$ cat src/rtl/ccc_seq_pkg.sv
// ccc_seq_pkg: FSM state encodings and default timing for the CCC lock sequencer
package ccc_seq_pkg;
    localparam logic [1:0] WAIT_LOCK = 2'd0;
    localparam logic [1:0] QUALIFY   = 2'd1;
    localparam logic [1:0] RELEASE   = 2'd2;
    localparam logic [1:0] RUN       = 2'd3;
    localparam int DEF_NUM_DOMAINS         = 3;
    localparam int DEF_LOCK_STABLE_CYCLES  = 1024;
    localparam int DEF_STAGGER_CYCLES      = 16;
    localparam int DEF_LOCK_TIMEOUT_CYCLES = 65536;
    localparam int DEF_LOSS_CNT_W          = 8;
endpackage

$ cat src/rtl/lock_sync.sv
// lock_sync: 2-flop synchroniser for the CCC lock, cleared by the fabric reset
module lock_sync (
    input  logic clk,
    input  logic rst_n,
    input  logic d,
    output logic q
);
    logic meta;
    always_ff @(posedge clk) begin
        if (!rst_n) {q, meta} <= 2'b00;
        else        {q, meta} <= {meta, d};
    end
endmodule

$ cat src/rtl/ccc_lock_sequencer.sv
// ccc_lock_sequencer: qualifies CCC lock, then releases fabric domain resets in staggered order
module ccc_lock_sequencer
    import ccc_seq_pkg::*;
#(
    parameter int NUM_DOMAINS         = DEF_NUM_DOMAINS,
    parameter int LOCK_STABLE_CYCLES  = DEF_LOCK_STABLE_CYCLES,
    parameter int STAGGER_CYCLES      = DEF_STAGGER_CYCLES,
    parameter int LOCK_TIMEOUT_CYCLES = DEF_LOCK_TIMEOUT_CYCLES,
    parameter int LOSS_CNT_W          = DEF_LOSS_CNT_W
) (
    input  logic                   fab_clk,
    input  logic                   m2f_reset_n,
    input  logic                   fab_lock,
    input  logic                   restart,
    output logic [NUM_DOMAINS-1:0] domain_rst_n,
    output logic                   ready,
    output logic                   lock_timeout,
    output logic [LOSS_CNT_W-1:0]  loss_cnt,
    output logic [1:0]             state
);
    localparam int MAXC = LOCK_STABLE_CYCLES > STAGGER_CYCLES ? LOCK_STABLE_CYCLES : STAGGER_CYCLES;
    localparam int CW = $clog2(MAXC + 1);
    localparam int TW = $clog2(LOCK_TIMEOUT_CYCLES + 1);
    localparam logic [NUM_DOMAINS-1:0] FIRST = NUM_DOMAINS'(1);
    logic                   lock_s;
    logic [CW-1:0]          cnt;
    logic [TW-1:0]          tcnt;
    logic [NUM_DOMAINS-1:0] rst_shift;
    lock_sync u_sync (
        .clk  (fab_clk),
        .rst_n(m2f_reset_n),
        .d    (fab_lock),
        .q    (lock_s)
    );
    // Next release pattern: one more domain out of reset, lowest bits first
    assign rst_shift = (domain_rst_n << 1) | FIRST;
    always_ff @(posedge fab_clk) begin
        if (!m2f_reset_n || restart) begin
            state        <= WAIT_LOCK;
            cnt          <= '0;
            tcnt         <= '0;
            domain_rst_n <= '0;
            ready        <= 1'b0;
            lock_timeout <= 1'b0;
            if (!m2f_reset_n) loss_cnt <= '0;
        end else begin
            case (state)
                WAIT_LOCK: begin
                    domain_rst_n <= '0;
                    ready        <= 1'b0;
                    if (lock_s) begin
                        state <= QUALIFY;
                        cnt   <= '0;
                        tcnt  <= '0;
                    end else if (tcnt == TW'(LOCK_TIMEOUT_CYCLES - 1)) lock_timeout <= 1'b1;
                    else tcnt <= tcnt + 1'b1;
                end
                QUALIFY: begin
                    if (!lock_s) begin
                        state <= WAIT_LOCK;
                        cnt   <= '0;
                    end else if (cnt == CW'(LOCK_STABLE_CYCLES - 1)) begin
                        cnt          <= '0;
                        domain_rst_n <= FIRST;
                        ready        <= &FIRST;
                        state        <= (&FIRST) ? RUN : RELEASE;
                    end else cnt <= cnt + 1'b1;
                end
                default: begin
                    // RELEASE and RUN share lock-loss handling
                    if (!lock_s) begin
                        state        <= WAIT_LOCK;
                        cnt          <= '0;
                        domain_rst_n <= '0;
                        ready        <= 1'b0;
                        if (!(&loss_cnt)) loss_cnt <= loss_cnt + 1'b1;
                    end else if (state == RELEASE) begin
                        if (cnt == CW'(STAGGER_CYCLES - 1)) begin
                            cnt          <= '0;
                            domain_rst_n <= rst_shift;
                            if (&rst_shift) begin
                                state <= RUN;
                                ready <= 1'b1;
                            end
                        end else cnt <= cnt + 1'b1;
                    end
                end
            endcase
        end
    end
endmodule
$ cat config.mk
export PLATFORM = sky130hd
export DESIGN_NAME = ccc_lock_sequencer
export DESIGN_NICKNAME = d
export VERILOG_FILES = /design/src/rtl/ccc_seq_pkg.sv /design/src/rtl/lock_sync.sv /design/src/rtl/ccc_lock_sequencer.sv
export SDC_FILE = /design/constraint.sdc
export NUM_CORES = 1
export LEC_CHECK = 0
export CORE_MARGIN = 1.5
export CORE_UTILIZATION = 45
export DETAILED_ROUTE_END_ITERATION = 8
export SLEW_MARGIN = 5
export SYNTH_ARGS = -nofsm -noshare
export SYNTH_HDL_FRONTEND = slang
export SYNTH_HIERARCHICAL = 1
export SYNTH_SLANG_ARGS = --single-unit
$ cat constraint.sdc
create_clock -name fab_clk -period 2.48 [get_ports fab_clk]
set_input_delay 0.248 -clock fab_clk [delete_from_list [all_inputs] [get_ports fab_clk]]
set_output_delay 0.248 -clock fab_clk [all_outputs]
set_load 0.02 [all_outputs]
# --- Yosys cells after proc, flatten, opt, wreduce, memory -nomap -nowiden ---
# Index checks and enable logic that the tools add are counted.
word_totals:
  ff_bits: 45
  inputBits: 4
  output_inout_bits: 15
classes:
  add_sub_neg: 3
  n_eq_ne: 17
  muxes: 35
  bitwise: 1
  reduce_logical: 13
ops:
  columns: ["op", "n"]
  rows:
  - ["$mux 11", 6]
  - ["$mux 8", 5]
  - ["$mux 17", 2]
  - ["$pmux 11 s2", 1]
  - ["$add 17x1->17 const B", 1]
  - ["$eq 17x16->1 const B", 1]
  - ["$mux 3", 5]
  - ["$mux 2", 7]
  - ["$ne 4x4->1 const B", 3]
  - ["$add 11x1->11 const B", 1]
  - ["$eq 11x10->1 const B", 1]
  - ["$eq 11x4->1 const B", 1]
  - ["$reduce_and 5->1", 2]
  - ["$add 8x1->8 const B", 1]
  - ["$ne 2x1->1 const B", 4]
  - ["$ne 2x2->1 const B", 4]
  - ["$reduce_and 4->1", 2]
  - ["$reduce_and 8->1", 1]
  - ["$mux 1", 6]
  - ["$pmux 3 s2", 1]
  - ["$reduce_and 2->1", 3]
  - ["$pmux 2 s2", 1]
  - ["$ne 3x3->1 const B", 1]
  - ["$reduce_and 3->1", 1]
  - ["other kinds (8)", 8]

# --- Logic depth before layout (Yosys ltp) ---
# Gate-level depths: netlist of the first run.
logic_depth:
  depth_word: 6
  ltp_mapped: 9

# --- By module ---
# Netlist of the first run, hierarchy kept.
by_module_without_submodules:
  columns: ["module", "instances", "cells_each", "area_per_inst_um2", "seq_area_each_um2"]
  rows:
  - ["ccc_lock_sequencer", 1, 242, 2143.3, 940.9]
  - ["lock_sync", 1, 4, 52.6, 40.0]

# --- Worst setup path before layout of the first run ---
# Ideal clock, no wire load.
synth_path:
  kind: "flip-flop to flip-flop"
  start: "register state[1]"
  end: "register loss_cnt[0], enable pin"
  setup_time_ns: 0.398
  t_arrival_ns: 1.936
  required_ns: 2.082
  setup_slack_ns: 0.146
  stages_incl_launch_ff: 4
  path_buffers: 1
  synth_period_minus_slack_ns: 2.334
  path_cell_list: "dfxtp_1 -> clkbuf_1 -> inv_1 -> o41ai_1"
synth_via:
  elab_chain_cells: 4
synth_lines:
  columns: ["element", "line_no", "rtl"]
  rows:
  - ["from (decl)", "ccc_lock_sequencer.sv:19", "output logic [1:0] state"]
  - ["from (signal assigned)", "ccc_lock_sequencer.sv:66", "state <= (&FIRST) ? RUN : RELEASE;"]
  - ["$eq 2x1->1 or $logic_not 2->1 (tied branches)", "ccc_lock_sequencer.sv:47", "case (state)"]
  - ["$reduce_or 2->1 (no source line) *", null, null]
  - ["$ne 2x1->1 (no source line) *", null, null]
  - ["$reduce_and 4->1 (no source line) *", null, null]
  - ["to (signal assigned)", "ccc_lock_sequencer.sv:76", "if (!(&loss_cnt)) loss_cnt <= loss_cnt + 1'b1;"]
  - ["to (decl)", "ccc_lock_sequencer.sv:18", "output logic [LOSS_CNT_W-1:0] loss_cnt,"]
# Mark *: on every way between the ends. The rest lies on a longest branch, timed or not.
# A chain may end at the register's enable or synchronous reset.

# --- Worst setup path after layout of the first run ---
layout_path:
  start: "register tcnt[8]"
  end: "register tcnt[13]"
layout_via:
  elab_chain_cells: 3
layout_lines:
  columns: ["element", "line_no", "rtl"]
  rows:
  - ["from (decl)", "ccc_lock_sequencer.sv:27", "logic [TW-1:0] tcnt;"]
  - ["from (signal assigned)", "ccc_lock_sequencer.sv:56", "else tcnt <= tcnt + 1'b1;"]
  - ["$add 17x1->17 or $eq 17x16->1 (tied branches)", "ccc_lock_sequencer.sv:56, ccc_lock_sequencer.sv:55", null]
  - ["$mux 17 or $ne 2x1->1 (tied branches)", null, null]
  - ["$mux 17 or $reduce_and 2->1 (tied branches)", null, null]
# Parallel ways exist; a longest one is shown, timed or not. The select of a mux whose other input is x is not followed.

==> results of run 1 <==
registers in the layout (all words and copies together) (netlist names):
| signal | flops |
|---|---|
| u_sync/meta | 1 |
| tcnt | 17 |
| cnt | 11 |
| loss_cnt | 8 |
| lock_timeout | 1 |
| u_sync/q | 1 |
| ready | 1 |
| domain_rst_n | 3 |
| state | 2 |
stage by stage:
stage	total power [uW]	instance area (um^2)
2_1_floorplan	828	2200
3_3_place_gp	863	2450
3_5_place_dp	864	2450
4_1_cts	1330	2550
5_1_grt	1380	2550
6_report	1320	2550
power by group through the flow:
stage | Combinational, uW | Sequential [uW] | Clock (uW)
final | 78.2 | 767 | 470
after global routing | 87.7 | 769 | 519
after CTS | 79.8 | 767 | 486
after detailed placement | 79.5 | 784 | 0
after global placement | 79.0 | 784 | 0
after floorplan | 38.5 | 790 | 0
worst max path at each step:
| stage | start | to | slack (ns) | depth (start not counted) |
|---|---|---|---|---|
| floorplan | state[1] | loss_cnt[0] | 0.15 | 3 |
| global placement | tcnt[8] | tcnt[13] | 0.37 | 8 |
| detailed placement | tcnt[8] | tcnt[13] | 0.28 | 8 |
| CTS | tcnt[8] | tcnt[13] | 0.25 | 8 |
| global route | tcnt[8] | tcnt[13] | 0.009 | 8 |
| finish | tcnt[8] | tcnt[13] | 0.26 | 8 |
cell usage in the layout (no fill, tap or decap), types with 2 or more instances in the layout:
master / count
and2_1: 5
a211oi_1: 2
nor4_1: 7
and3b_1: 2
o31ai_1: 2
nand2_1: 16
a21oi_1: 16
nor2_1: 21
and4_1: 3
buf_4: 4
ha_1: 4
or2_2: 2
nand2b_1: 2
nor3_1: 10
and3_1: 4
o21a_1: 3
xor2_1: 7
o21ai_0: 14
nand3_1: 13
inv_1: 6
xnor2_1: 9
edfxtp_1: 8
clkbuf_8: 6
clkdlybuf4s50_1: 18
dfxtp_1: 37
or3_1: 15
nand4_1: 7
worst register-to-register path, cell delays in order, from the launching register on:
cell,delay (ns)
dfxtp_1,0.35
and4_1,0.24
nand3_1,0.14
nor2_1,0.07
ha_1,0.22
nand2b_1,0.23
nand4_1,0.33
or3_1,0.45
a21oi_1,0.14
logic make-up (layout without fill, tap and decap cells):
logic type / after synthesis / in the layout / share of synthesized area, %
simple gates: 117 / 117 / 29.7
compound gates: 48 / 48 / 13.7
flops: 45 / 45 / 44.7
xor+xnor: 16 / 16 / 6.38
buf+inv: 15 / 36 / 2.74
fa+ha+maj: 4 / 4 / 2.28
mux: 1 / 1 / 0.456
layer usage:
layer / part of all wire, % / vias to the layer above
met5: 0 / -
met4: 0.19 / 0
met3: 1.8 / 2
met2: 49 / 14
met1: 49 / 847
li1: - / 936
area by class of cell:
class                      instances  area, um^2
fill                             465        2180
multi-input combinational        186        1150
sequential                        45         981
timing repair buffer              22         210
clock buffer                       7        86.3
tap                               67        83.8
inverter                           6        22.5
clock inverter                     1        7.51
==> results.cfg, run 1 <==
[run_status]
status = finished clean

[drt]
drc = 0
drt_iter0_drc = 57
viasPerCell = 5.39
vias = 1799
wirelength_um = 4320
avgRoutedWirePerCell_um = 12.9
ant_nets = 0
drt_pre_antenna_iters = 4

[global_route]
top_usage_layer = met2
grt_use_total_pct = 18.2
gr-usage-met1_pct = 23.2
antenna_found_initial = 0
grt_pass1_vias = 1692
use_met2_pct = 31.0
grt_max_degree = 22
grt.met3_usage_pct = 4.28
grt_pass1_wl_um = 7650
overflow = 0

[sta]
report.final.slew_viol_count = 0
setup_viol = 0
max_freq_ghz = 0.450
fin_crit_sh_pct = 89.7
whs_ns = 0.440
fin_crit_ns = 2.22
tightest_slew_ns = 0.566
max_slew_margin_pct = 62.1
rsz0062_at_grt = false
finClkSkew_ns = 0.00571
final_hold_viol_count = 0
post-route-worst-setup-slack_ns = 0.256
fin_tns_setup_ns = 0

[logic_synthesis]
synth_area_um2 = 2200
avgSynthCellArea_um2 = 8.93
yosys-top-cells-count = dfxtp_1 (37), nor2_1 (21), a21oi_1 (16), nand2_1 (16), or3_1 (15)
yosysSeqAreaShare_pct = 44.7
ys_types = 49
async_flop_share_pct = 0
ys.flop_type = dfxtp_1
netlist_instances = 246
ys_ff_latch = 45
yosysTopAreaCell = dfxtp_1
syn_nets = 254
synth_edf_count = 8
yosysMostFrequentCell = dfxtp_1
yosysTopAreaCellShare_pct = 33.7
synth_area_leaders = dfxtp_1 (34%), edfxtp_1 (11%), or3_1 (4.3%)
yosys_warnings = 6

[clock_tree]
clock-sinks = 45
clockBufferDepth = 2
cts_made_buffers = 5
hold_buffers = 0
cts_setup_buffers = 0
clock_tree.root_cell = clkbuf_8
cts_htree_levels = 2
clk_pin_slew_ns = 0.09
cts_resized = 0
insertion_delay_ns = 0.29
cts_tree = yes

[hold_path]
hp-start = u_sync/meta
holdPathEnd = u_sync/q
whs_path_depth = 1
min_path_type = flop to flop

[worst_setup_path]
crit_fanout = 10
rr_worst_depth = 8
cpMaxStageDelayCell = or3_1
crit_path_cell_trace = and4_1 > nand3_1 > nor2_1 > ha_1 > nand2b_1 > nand4_1 > or3_1 > a21oi_1
path_class = flop to flop
arrival_ns = 2.44
r2r_end = tcnt[13]
regToRegSetupSlack_ns = 0.26
required_ns = 2.70
r2r_start = tcnt[8]
slowest_delay_ns = 0.45
path_buf_inv = 0
start_kind = flop
critical-path-top-delay-family = simple AND/OR/NAND/NOR gates
crit_path_end_kind = flop

[power_and_ir_drop]
p_per_area_nw_per_um2 = 517
power.share.combinational_pct = 5.9
p_switching_uw = 301
intPower_uw = 1010
switching_share_pct = 22.9
ir_worst_vdd_v = 0.000219
clock_power_share_pct = 35.8
pwr-share-seq_pct = 58.3
p_leak_uw = 0.000789

[job]
drv_cap = 0

[floorplanning]
die_area_um2 = 5310
die_w_um = 72.9
core-area_um2 = 4720
start_util_pct = 46.5
die_h_um = 72.9
rows = 25
pin_count = 19

[final_layout]
post-route-util_pct = 53.9
nNetsFinal = 274
syn2layout_area_growth_pct = 16.0
finalNonFillerCells = 334
drive_above_1_share_pct = 8.24
diodes = 0

[place]
dp.cells = 326
port_buffers = 18
pre_cts_ws_ns = 0.275
gp_congestion = 0.795
dpl.hpwl_um = 3140
Power figures use the tool's default switching activity.
==> run 2, diff against run 1 <==
--- a/config.mk
+++ b/config.mk
@@ -8,6 +8,7 @@
 export CORE_MARGIN = 1.5
 export CORE_UTILIZATION = 45
 export DETAILED_ROUTE_END_ITERATION = 8
+export DONT_BUFFER_PORTS = 1
 export SLEW_MARGIN = 5
 export SYNTH_ARGS = -nofsm -noshare
 export SYNTH_HDL_FRONTEND = slang
==> results.cfg, run 2 (synthesized netlist as in run 1, its figures left out) <==
[run_status]
status = finished clean

[hold_path]
min_path_type = input pin to flop

[drt]
avgRoutedWirePerCell_um = 13.2
wirelength_um = 4130
drt_pre_antenna_iters = 4
ant_nets = 0
drc = 0
vias = 1726
viasPerCell = 5.50
drt_iter0_drc = 60

[worst_setup_path]
start_kind = flop
crit_path_end_kind = flop
path_class = flop to flop
crit_path_cell_trace = and4_1 > nand3_1 > nor2_1 > ha_1 > nand2b_2 > nand4_1 > or3_1 > a21oi_1
crit_fanout = 10
arrival_ns = 2.31
required_ns = 2.69
cpMaxStageDelayCell = or3_1
path_buf_inv = 0
critical-path-top-delay-family = simple AND/OR/NAND/NOR gates
slowest_delay_ns = 0.43

[sta]
tightest_slew_ns = 0.619
fin_crit_ns = 2.09
rsz0062_at_grt = false
max_slew_margin_pct = 58.7
whs_ns = 0.0768
fin_crit_sh_pct = 84.4
fin_tns_setup_ns = 0
post-route-worst-setup-slack_ns = 0.387
final_hold_viol_count = 0
setup_viol = 0
max_freq_ghz = 0.478
finClkSkew_ns = 0.00691
report.final.slew_viol_count = 0

[clock_tree]
cts_tree = yes
clock_tree.root_cell = clkbuf_8
cts_made_buffers = 5
clock-sinks = 45
hold_buffers = 0
clk_pin_slew_ns = 0.08
clockBufferDepth = 2
insertion_delay_ns = 0.29
cts_htree_levels = 2

[final_layout]
diodes = 0
final_cell_mix = dfxtp_1 (37), nor2_1 (21), nand2_1 (16), a21oi_1 (16), or3_1 (15)
top_register = tcnt
final_cell_area_um2 = 2370
largest_reg_flops = 17
reg_top3 = tcnt x17, cnt x11, loss_cnt x8
nNetsFinal = 254
syn2layout_area_growth_pct = 7.98
drive_above_1_share_pct = 8.50
layout_commonest_cell = dfxtp_1

[floorplanning]
rows = 25
die_h_um = 72.9
start_util_pct = 46.5
die_area_um2 = 5310
core-area_um2 = 4720
die_w_um = 72.9
pin_count = 19

[place]
pre_cts_ws_ns = 0.299
gp_congestion = 0.763
dpl.hpwl_um = 2920
port_buffers = 0
place_area_um2 = 2260

[power_and_ir_drop]
p_per_area_nw_per_um2 = 569
ir_worst_vdd_v = 0.000284
p_leak_uw = 0.000726

[job]
drv_cap = 0

[global_route]
overflow = 0
grt_pass1_vias = 1520
grt_pass1_wl_um = 6990
grt_use_total_pct = 16.9
grt_max_degree = 22
antenna_found_initial = 0
## run 2: cell types whose count changed in the layout (fill, tap and decap cells not counted), sizes merged
cell           before  now
clkdlybuf4s50      18    0
clkinvlp            1    0
buf                 4    2
clkbuf              7    8
## run 2: final timing paths
| path | startpoint | end | slack, ns | cells past startpoint |
|---|---|---|---|---|
| setup reg to reg | tcnt[7] | tcnt[13] | 0.39 | 8 |
| hold / removal | m2f_reset_n | u_sync/q | 0.08 | 1 |
| setup / recovery | tcnt[7] | tcnt[13] | 0.39 | 8 |
| hold reg to reg | u_sync/meta | u_sync/q | 0.43 | 1 |
## run 2: metal layers
metal  vias up  global-route usage (%)  routed length, um
li1        904                       -                  -
met1       796                    22.2               2040
met2        22                    27.2               1900
met3         4                    4.83                145
met4         0                    5.03                 48
met5         -                       0                  0
## run 2: worst register-to-register path, stage by stage (launching register included)
cell and delay, ns:
dfxtp_1 0.35, and4_1 0.24, nand3_1 0.13, nor2_1 0.06, ha_1 0.22, nand2b_2 0.15, nand4_1 0.29, or3_1 0.43
a21oi_1 0.14
## run 2: area by class of cell
| class | count | area [um^2] |
|---|---|---|
| clock buffer | 8 | 111 |
| fill | 469 | 2350 |
| inverter | 6 | 22.5 |
| multi-input combinational | 186 | 1160 |
| sequential | 45 | 981 |
| tap | 67 | 83.8 |
| timing repair buffer | 2 | 15.0 |
## run 2: timing repair
item	4_1_cts	5_1_grt
resized for setup	0	1
setup endpoints to repair	0	1
buffers inserted	0	0
## run 2: power by group
| part | switching, uW | total [uW] | internal [uW] |
|---|---|---|---|
| registers | 22.9 | 777 | 755 |
| clock network | 237 | 525 | 288 |
| logic | 30.5 | 46.9 | 16.4 |
## run 2: metrics by stage
step                power [uW]  instances  utilization, %
finish                    1350        314            50.2
CTS                       1370        314            50.1
global placement           842        306            47.8
global route              1410        314            50.2
floorplan                  828        246               -
detailed placement         842        306            47.8
